## src/rtl/muldiv_pkg.sv

```systemverilog
// Shared definitions for the iterative RV32M/RV64M multiply/divide unit.
// Op encoding follows RISC-V funct3; FSM state constants live here too.
package muldiv_pkg;

  localparam logic [2:0] OP_MUL    = 3'b000;
  localparam logic [2:0] OP_MULH   = 3'b001;
  localparam logic [2:0] OP_MULHSU = 3'b010;
  localparam logic [2:0] OP_MULHU  = 3'b011;
  localparam logic [2:0] OP_DIV    = 3'b100;
  localparam logic [2:0] OP_DIVU   = 3'b101;
  localparam logic [2:0] OP_REM    = 3'b110;
  localparam logic [2:0] OP_REMU   = 3'b111;

  typedef logic [1:0] state_t;

  localparam state_t S_IDLE = 2'd0;
  localparam state_t S_CALC = 2'd1;
  localparam state_t S_FIX  = 2'd2;

  function automatic logic is_div(input logic [2:0] op);
    return op[2];
  endfunction

  function automatic logic is_rem(input logic [2:0] op);
    return op[2] & op[1];
  endfunction

endpackage

```

## src/rtl/muldiv_sign_prep.sv

```systemverilog
// Operand magnitude / sign / special-case decode, plus the final
// conditional negation applied when the result is produced.
module muldiv_sign_prep
  import muldiv_pkg::*;
#(
  parameter int XLEN = 32
) (
  input  logic [2:0]        op,
  input  logic [XLEN-1:0]   data1,
  input  logic [XLEN-1:0]   data2,
  input  logic              neg_in,
  input  logic [2*XLEN-1:0] val_in,
  output logic [XLEN-1:0]   a_abs,
  output logic [XLEN-1:0]   b_abs,
  output logic              neg,
  output logic              dz,
  output logic              ovf,
  output logic              mz,
  output logic [2*XLEN-1:0] val_out
);

  localparam logic [XLEN-1:0] MIN = {1'b1, {(XLEN-1){1'b0}}};

  logic a_sgn;
  logic b_sgn;
  logic a_neg;
  logic b_neg;

  always_comb begin
    a_sgn = (op == OP_MULH) || (op == OP_MULHSU) ||
            (op == OP_DIV)  || (op == OP_REM);
    b_sgn = (op == OP_MULH) || (op == OP_DIV) ||
            (op == OP_REM);
    a_neg = a_sgn & data1[XLEN-1];
    b_neg = b_sgn & data2[XLEN-1];
    a_abs = a_neg ? -data1 : data1;
    b_abs = b_neg ? -data2 : data2;
    neg   = 1'b0;
    // Remainder follows the dividend's sign only.
    unique case (1'b1)
      (op == OP_MULH) || (op == OP_DIV):
        neg = a_neg ^ b_neg;
      (op == OP_MULHSU) || (op == OP_REM):
        neg = a_neg;
      default:
        neg = 1'b0;
    endcase
    dz  = is_div(op) && (data2 == '0);
    ovf = is_div(op) && b_sgn &&
          (data1 == MIN) && (data2 == '1);
    mz  = !is_div(op) &&
          ((data1 == '0) || (data2 == '0));
    val_out = neg_in ? -val_in : val_in;
  end

endmodule

```

## src/rtl/muldiv_iter.sv

```systemverilog
// Iterative M-extension unit: shift-add multiply, restoring divide.
// MULDIV_EARLY_OUT_EN: special cases finish one cycle after launch.
module muldiv_iter
  import muldiv_pkg::*;
#(
  parameter int XLEN  = 32,
  parameter int CNT_W = $clog2(XLEN) + 1
) (
  input  logic            CLK,
  input  logic            RESET_N,
  input  logic            START,
  input  logic [2:0]      OP,
  input  logic [XLEN-1:0] DATA1,
  input  logic [XLEN-1:0] DATA2,
  input  logic            KILL,
  output logic            BUSY,
  output logic            DONE,
  output logic [XLEN-1:0] RESULT
);

`ifdef MULDIV_EARLY_OUT_EN
  localparam logic EARLY = 1'b1;
`else
  localparam logic EARLY = 1'b0;
`endif

  state_t            state;
  logic [CNT_W-1:0]  cnt;
  logic [2:0]        op_q;
  logic [XLEN-1:0]   hi;
  logic [XLEN-1:0]   lo;
  logic [XLEN-1:0]   opnd;
  logic              neg_q;
  logic              sp_q;
  logic              done_q;
  logic [XLEN-1:0]   res_q;

  logic [XLEN-1:0]   a_abs;
  logic [XLEN-1:0]   b_abs;
  logic              neg;
  logic              dz;
  logic              ovf;
  logic              mz;
  logic [2*XLEN-1:0] sel;
  logic [2*XLEN-1:0] val_out;

  logic              accept;
  logic              sp;
  logic [XLEN-1:0]   spval;
  logic [XLEN:0]     sum;
  logic [XLEN:0]     tmp;
  logic [XLEN:0]     diff;
  logic [XLEN-1:0]   fixval;

  muldiv_sign_prep #(.XLEN(XLEN)) u_prep (
    .op      (OP),
    .data1   (DATA1),
    .data2   (DATA2),
    .neg_in  (neg_q),
    .val_in  (sel),
    .a_abs   (a_abs),
    .b_abs   (b_abs),
    .neg     (neg),
    .dz      (dz),
    .ovf     (ovf),
    .mz      (mz),
    .val_out (val_out)
  );

  always_comb begin
    accept = (state == S_IDLE) && START && !KILL;
    sp     = dz | ovf | (EARLY & mz);
    spval  = '0;
    if (dz)
      spval = is_rem(OP) ? DATA1 : '1;
    else if (ovf)
      spval = is_rem(OP) ? '0 : DATA1;
    sum  = {1'b0, hi} + (lo[0] ? {1'b0, opnd} : '0);
    tmp  = {hi, lo[XLEN-1]};
    diff = tmp - {1'b0, opnd};
    if (is_div(op_q))
      sel = {{XLEN{1'b0}}, is_rem(op_q) ? hi : lo};
    else
      sel = {hi, lo};
    if (!is_div(op_q) && (op_q != OP_MUL))
      fixval = val_out[2*XLEN-1:XLEN];
    else
      fixval = val_out[XLEN-1:0];
    // Special results were parked in lo at launch.
    if (sp_q)
      fixval = lo;
  end

  always_ff @(posedge CLK or negedge RESET_N) begin
    if (!RESET_N) begin
      state  <= S_IDLE;
      cnt    <= '0;
      op_q   <= '0;
      hi     <= '0;
      lo     <= '0;
      opnd   <= '0;
      neg_q  <= 1'b0;
      sp_q   <= 1'b0;
      done_q <= 1'b0;
      res_q  <= '0;
    end else begin
      done_q <= 1'b0;
      case (state)
        S_IDLE: begin
          if (accept) begin
            op_q  <= OP;
            neg_q <= neg;
            sp_q  <= sp;
            cnt   <= CNT_W'(XLEN);
            hi    <= '0;
            if (sp) begin
              lo    <= spval;
              opnd  <= '0;
              state <= EARLY ? S_FIX : S_CALC;
            end else if (is_div(OP)) begin
              lo    <= a_abs;
              opnd  <= b_abs;
              state <= S_CALC;
            end else begin
              lo    <= b_abs;
              opnd  <= a_abs;
              state <= S_CALC;
            end
          end
        end
        S_CALC: begin
          if (KILL) begin
            state <= S_IDLE;
          end else begin
            cnt <= cnt - CNT_W'(1);
            if (!sp_q) begin
              if (is_div(op_q)) begin
                hi <= diff[XLEN] ? tmp[XLEN-1:0]
                                 : diff[XLEN-1:0];
                lo <= {lo[XLEN-2:0], ~diff[XLEN]};
              end else begin
                hi <= sum[XLEN:1];
                lo <= {sum[0], lo[XLEN-1:1]};
              end
            end
            if (cnt == CNT_W'(1))
              state <= S_FIX;
          end
        end
        S_FIX: begin
          state <= S_IDLE;
          if (!KILL) begin
            res_q  <= fixval;
            done_q <= 1'b1;
          end
        end
        default: state <= S_IDLE;
      endcase
    end
  end

  assign BUSY   = (state != S_IDLE);
  assign DONE   = done_q;
  assign RESULT = res_q;

endmodule

```

## config.mk

```make
export PLATFORM = sky130hd
export DESIGN_NAME = muldiv_iter
export DESIGN_NICKNAME = d
export VERILOG_FILES = /design/src/rtl/muldiv_pkg.sv /design/src/rtl/muldiv_sign_prep.sv /design/src/rtl/muldiv_iter.sv
export SDC_FILE = /design/constraint.sdc
export NUM_CORES = 1
export LEC_CHECK = 0
export BUFFER_PORTS_ARGS = -buffer_cell sky130_fd_sc_hd__buf_4
export CAP_MARGIN = 20
export CORE_MARGIN = 5
export CORE_UTILIZATION = 60
export DETAILED_ROUTE_END_ITERATION = 16
export PLACE_DENSITY_LB_ADDON = 0.05
export SLEW_MARGIN = 20
export SYNTH_ARGS = -nofsm -noshare
export SYNTH_HDL_FRONTEND = slang
export SYNTH_HIERARCHICAL = 1
export SYNTH_SLANG_ARGS = --single-unit
```

## constraint.sdc

```tcl
create_clock -name CLK -period 5.32 [get_ports CLK]
set_input_delay 0.532 -clock CLK [delete_from_list [all_inputs] [get_ports CLK]]
set_output_delay 0.532 -clock CLK [all_outputs]
set_load 0.1 [all_outputs]
```

Yosys cells after proc, flatten, opt, wreduce, memory -nomap -nowiden --
Index checks and enable logic that the tools add are counted.
Operators by class: add/subtract/negate cells 6, $mul 0, divide/modulo/power cells 0, order comparisons 0, equal/unequal tests 13, shifts and indexed selects 0, multiplexer cells 37, bitwise gates (word level) 8, reductions and logical operators 25
Operators by type and width (count):
- $mux W32 | 23
- $mux W64 | 2
- $pmux W32 S2 | 2
- $eq A32 B32 Y1 const B | 2
- $neg A32 Y32 | 2
- $neg A64 Y64 | 1
- $add A32 B32 Y33 | 1
- $sub A33 B32 Y33 | 1
- $logic_not A32 Y1 | 1
- $mux W6 | 2
- $pmux W6 S2 | 1
- $logic_and A1 B1 Y1 | 7
- $eq A3 B3 Y1 const B | 2
- $eq A6 B1 Y1 const B | 1
- $logic_or A1 B1 Y1 | 6
- $mux W2 | 3
- $ne A2 B2 Y1 const B | 3
- $reduce_and A2 Y1 | 3
- $sub A6 B1 Y6 const B | 1
- $and A1 B1 Y1 | 4
- $pmux W2 S2 | 1
- $reduce_and A4 Y1 | 1
- $reduce_bool A2 Y1 | 2
- $eq A3 B1 Y1 const B | 1
- other kinds (13) | 16
Word-level totals: flip-flop bits (word level) 142, latch bits 0, RAM bits 0, ROM bits 0, bits of input ports 71, output and inout port bits 34, word-level logic and storage cells 99, memories kept 0

Depth between registers and ports, before layout --
word-level depth 11, mapped depth 16, depth with buffers taken out 14

Cells and area by module --
Netlist, hierarchy kept.
By module, submodules not included:
- muldiv_iter | instances 1, cells an instance 1549, area an instance 12440.7 µm², seq. area each 3553.4 µm²
- muldiv_sign_prep | instances 1, cells an instance 427, area an instance 2949.1 µm², seq. area each 0.0 µm²

Worst setup path after synthesis --
OpenSTA, ideal clock, no wires.
kind flip-flop to flip-flop, start point register op_q[2], end point register res_q[26] (netlist: RESULT[26]), library setup time 0.083 ns, arrival time 3.689 ns, data required time 5.237 ns, setup slack 1.549 ns, stages on the path, launching flop included 14, path buffers 2, clock period less this slack 3.771 ns, path through dfrtp_1 -> clkbuf_1 -> nand2_1 -> clkbuf_1 -> mux2_2 -> or4_4 -> nor4_4 -> nand4_2 -> o41ai_1 -> xnor2_1 -> mux2i_1 -> nor2_1 -> a21oi_1 -> o21ai_0
Between the ends: longest elaborated chain between the ends 7, elaborated cells on any way between the ends 10, classes of those cells 1 x add/sub; 5 x mux; 1 x bitwise; 3 x reduce/logical
RTL lines:
- from (decl) | line muldiv_iter.sv:29 | logic [2:0] op_q;
- from (signal assigned) | line muldiv_iter.sv:98 | op_q <= '0;
- from (signal assigned) | line muldiv_iter.sv:111 | op_q <= OP;
- $and A1 B1 Y1 | line muldiv_pkg.sv:25 | return op[2] & op[1];
- $mux W32 | line muldiv_iter.sv:82 | sel = {{XLEN{1'b0}}, is_rem(op_q) ? hi : lo};
- $mux W64 (*) | line muldiv_iter.sv:81 | if (is_div(op_q))
- net sel[10] | line muldiv_iter.sv:44 | logic [2*XLEN-1:0] sel;
- $neg A64 Y64 (*) | line muldiv_sign_prep.sv:53 | val_out = neg_in ? -val_in : val_in;
- $mux W64 (*) | line muldiv_sign_prep.sv:53
- net val_out[58] | line muldiv_iter.sv:45 | logic [2*XLEN-1:0] val_out;
- $mux W32 (*) | line muldiv_iter.sv:85 | if (!is_div(op_q) && (op_q != OP_MUL))
- $mux W32 (*) | line muldiv_iter.sv:90 | if (sp_q)
- to (signal assigned) | line muldiv_iter.sv:153 | res_q <= fixval;
- to (decl) | line muldiv_iter.sv:36 | logic [XLEN-1:0] res_q;
Mark *: on every way through the listed nets, which the timed path passes. The rest lies on a longest branch. A chain may end at the register's enable or synchronous reset.

Final worst setup path --
start point register op_q[2], end point register res_q[15] (netlist: RESULT[15])
Same word-level chain as after synthesis.

==> flow_metrics.env <==
export IMPL_synth_fp_nets=2117
export IMPL_antenna_left=0
export IMPL_p_leak_nw=7.37
export IMPL_hold_viol=0
export IMPL_layout_nets=2149
export IMPL_drive_above_1_share=0.141
export IMPL_stdcell_count=2349
export IMPL_path_max_fanout=37
export IMPL_grt_max_degree=74
export IMPL_cp_data_arrival_time_ns=4.83
export IMPL_wl_met1_mm=23.1
export IMPL_ios=105
export IMPL_grt_overflow=0
export IMPL_cts_resized=0
export IMPL_critPathCaptureType="flop"
export IMPL_timing_slew_headroom=0.219
export IMPL_vdd_drop_max_uv=218
export IMPL_place_ws_ns=0.978
export IMPL_tns_ns=0
export IMPL_r2r_start="op_q[2]$_DFFE_PN0P_"
export IMPL_wl_per_cell_um=23.3
export IMPL_worst_clock_skew_ns=0.0220
export IMPL_synth_cells=1974
export IMPL_fp_dieH_um=170
export IMPL_vias=15758
export IMPL_drtIter0Drc=2007
export IMPL_start_util=0.611
export IMPL_hpwl_mm=40.5
export IMPL_viasPerCell=6.71
export IMPL_wl_met2_mm=23.5
export IMPL_rows=58
export IMPL_worst_pin_slew_ns=1.17
export IMPL_grt_pass1_wl_mm=84.5
export IMPL_wl_mm=54.6
export IMPL_track_usage=0.371
export IMPL_holdCritPathClass="in2async"
export IMPL_die_w_um=170
export IMPL_cts_tree="built"
export IMPL_power_density_nw_per_um2=428
export IMPL_worst_slack_ns=0.829
export IMPL_synth_warning_count=6
export IMPL_die_area_um2=28900
export IMPL_dp_cells=2317
export IMPL_period_needed_ns=4.49
export IMPL_root_buffer="clkbuf_16"
export IMPL_maxSlewViolCount=0
export IMPL_cp_required_ns=5.66
export IMPL_rsz0062_at_grt="false"
export IMPL_maxCapViolCount=0
export IMPL_r2r_cells=12
export IMPL_syn_area_per_cell_um2=7.79
export IMPL_hold_buffers=0
export IMPL_antenna_found_initial=0
export IMPL_max_freq_mhz=223
export IMPL_first_pass_iters=6
export IMPL_post_cts_setup_buffers=0
export IMPL_place_congestion=0.988
export IMPL_finalCritPeriodShare=0.844
export IMPL_setup_viol=0
export IMPL_coreArea_um2=25200
export IMPL_io_buffers=104
export IMPL_area_growth_pct=9.90
export IMPL_crit_type="reg2reg"
export IMPL_cp_startpoint="op_q[2]$_DFFE_PN0P_"
export IMPL_grt_pass1_vias=14931
export IMPL_cts_sinks=142
export IMPL_h_tree_depth=4
export IMPL_drc=0
export IMPL_diodes=0
export IMPL_clk_pin_slew_worst_paths_ns=0.08
export IMPL_cts_made_buffers=17
export IMPL_dr_max_layer_used="met4"
export IMPL_clock_path_buffers=2
export IMPL_worstSetupStartpointType="flop"
export IMPL_synthesis_area_um2=15400
export IMPL_status="finished, final reports clean"
export IMPL_met3_wirelength_mm=5.06
export IMPL_worstSkewPairLatency_ns=0.45
critical path, cell delays in order, from the launching register on:
cell and delay, ns:
dfrtp_4 0.47, nand2_1 0.06, buf_4 0.40, mux2_2 0.43, or4_1 0.62, nor4_1 0.51
nand4_1 0.70, o31ai_1 0.52, xnor2_1 0.19, mux2i_1 0.10, nor2_1 0.13, a21oi_1 0.05
o21ai_0 0.21
layout by cell type (no fill, tap or decap), types with 39 or more instances in the layout:
cell	instances
nand3_1	39
dfrtp_1	139
nor2_1	111
a21oi_1	149
o31ai_1	68
and2_1	39
xnor2_1	141
mux2i_1	81
nor2b_1	53
ha_1	70
mux2_2	70
nand2_1	221
o21ai_0	178
inv_1	68
buf_4	132
worst paths after layout:
path | to | slack [ns]
max | RESULT[15]$_DFFE_PN0P_ | 0.83
max in group asynchronous | op_q[2]$_DFFE_PN0P_ | 4.09
min in group CLK | state[1]$_DFFE_PN0P_ | 0.30
min reg2reg | RESULT[10]$_DFFE_PN0P_ | 0.48
min | hi[10]$_DFFE_PN0P_ | 0.02
max reg2reg | RESULT[15]$_DFFE_PN0P_ | 0.83
report_power, final:
group / leakage, nW / total, mW / internal (mW) / switching [mW]
Clock: 0.279 / 1.20 / 0.622 / 0.576
Combinational: 5.25 / 4.29 / 1.66 / 2.62
Sequential: 1.84 / 1.76 / 1.33 / 0.431
Total: 7.37 / 7.24 / 3.61 / 3.63
stage by stage:
stage               instance area [µm²]  hold slack (ns)  power [mW]   util
finish                            16900           0.0208        7.24  0.671
CTS                               16900           0.0509        7.12  0.671
global route                      16900           0.0548        7.66  0.671
detailed placement                16300            0.472        5.91  0.648
floorplan                         15400            0.236        4.78      -
global placement                  16300            0.465        5.84  0.648
cell type report:
| type | instances | area [µm²] |
|---|---|---|
| multi-input combinational | 1644 | 11100 |
| timing repair buffer | 133 | 1000 |
| inverter | 68 | 255 |
| clock inverter | 15 | 141 |
| tap | 330 | 413 |
| clock buffer | 17 | 425 |
| fill | 2202 | 8280 |
| sequential | 142 | 3560 |
routing by layer:
layer	up-vias	GRT usage
li1	7252	-
met3	182	0.0706
met5	-	0
met4	0	0.177
met1	7456	0.516
met2	868	0.557
registers in the layout (all words and copies together) (netlist names):
signal  cells
sp_q        1
cnt         6
neg_q       1
state       2
lo         32
hi         32
op_q        3
DONE        1
opnd       32
RESULT     32
(Power assumes the default switching activity.)
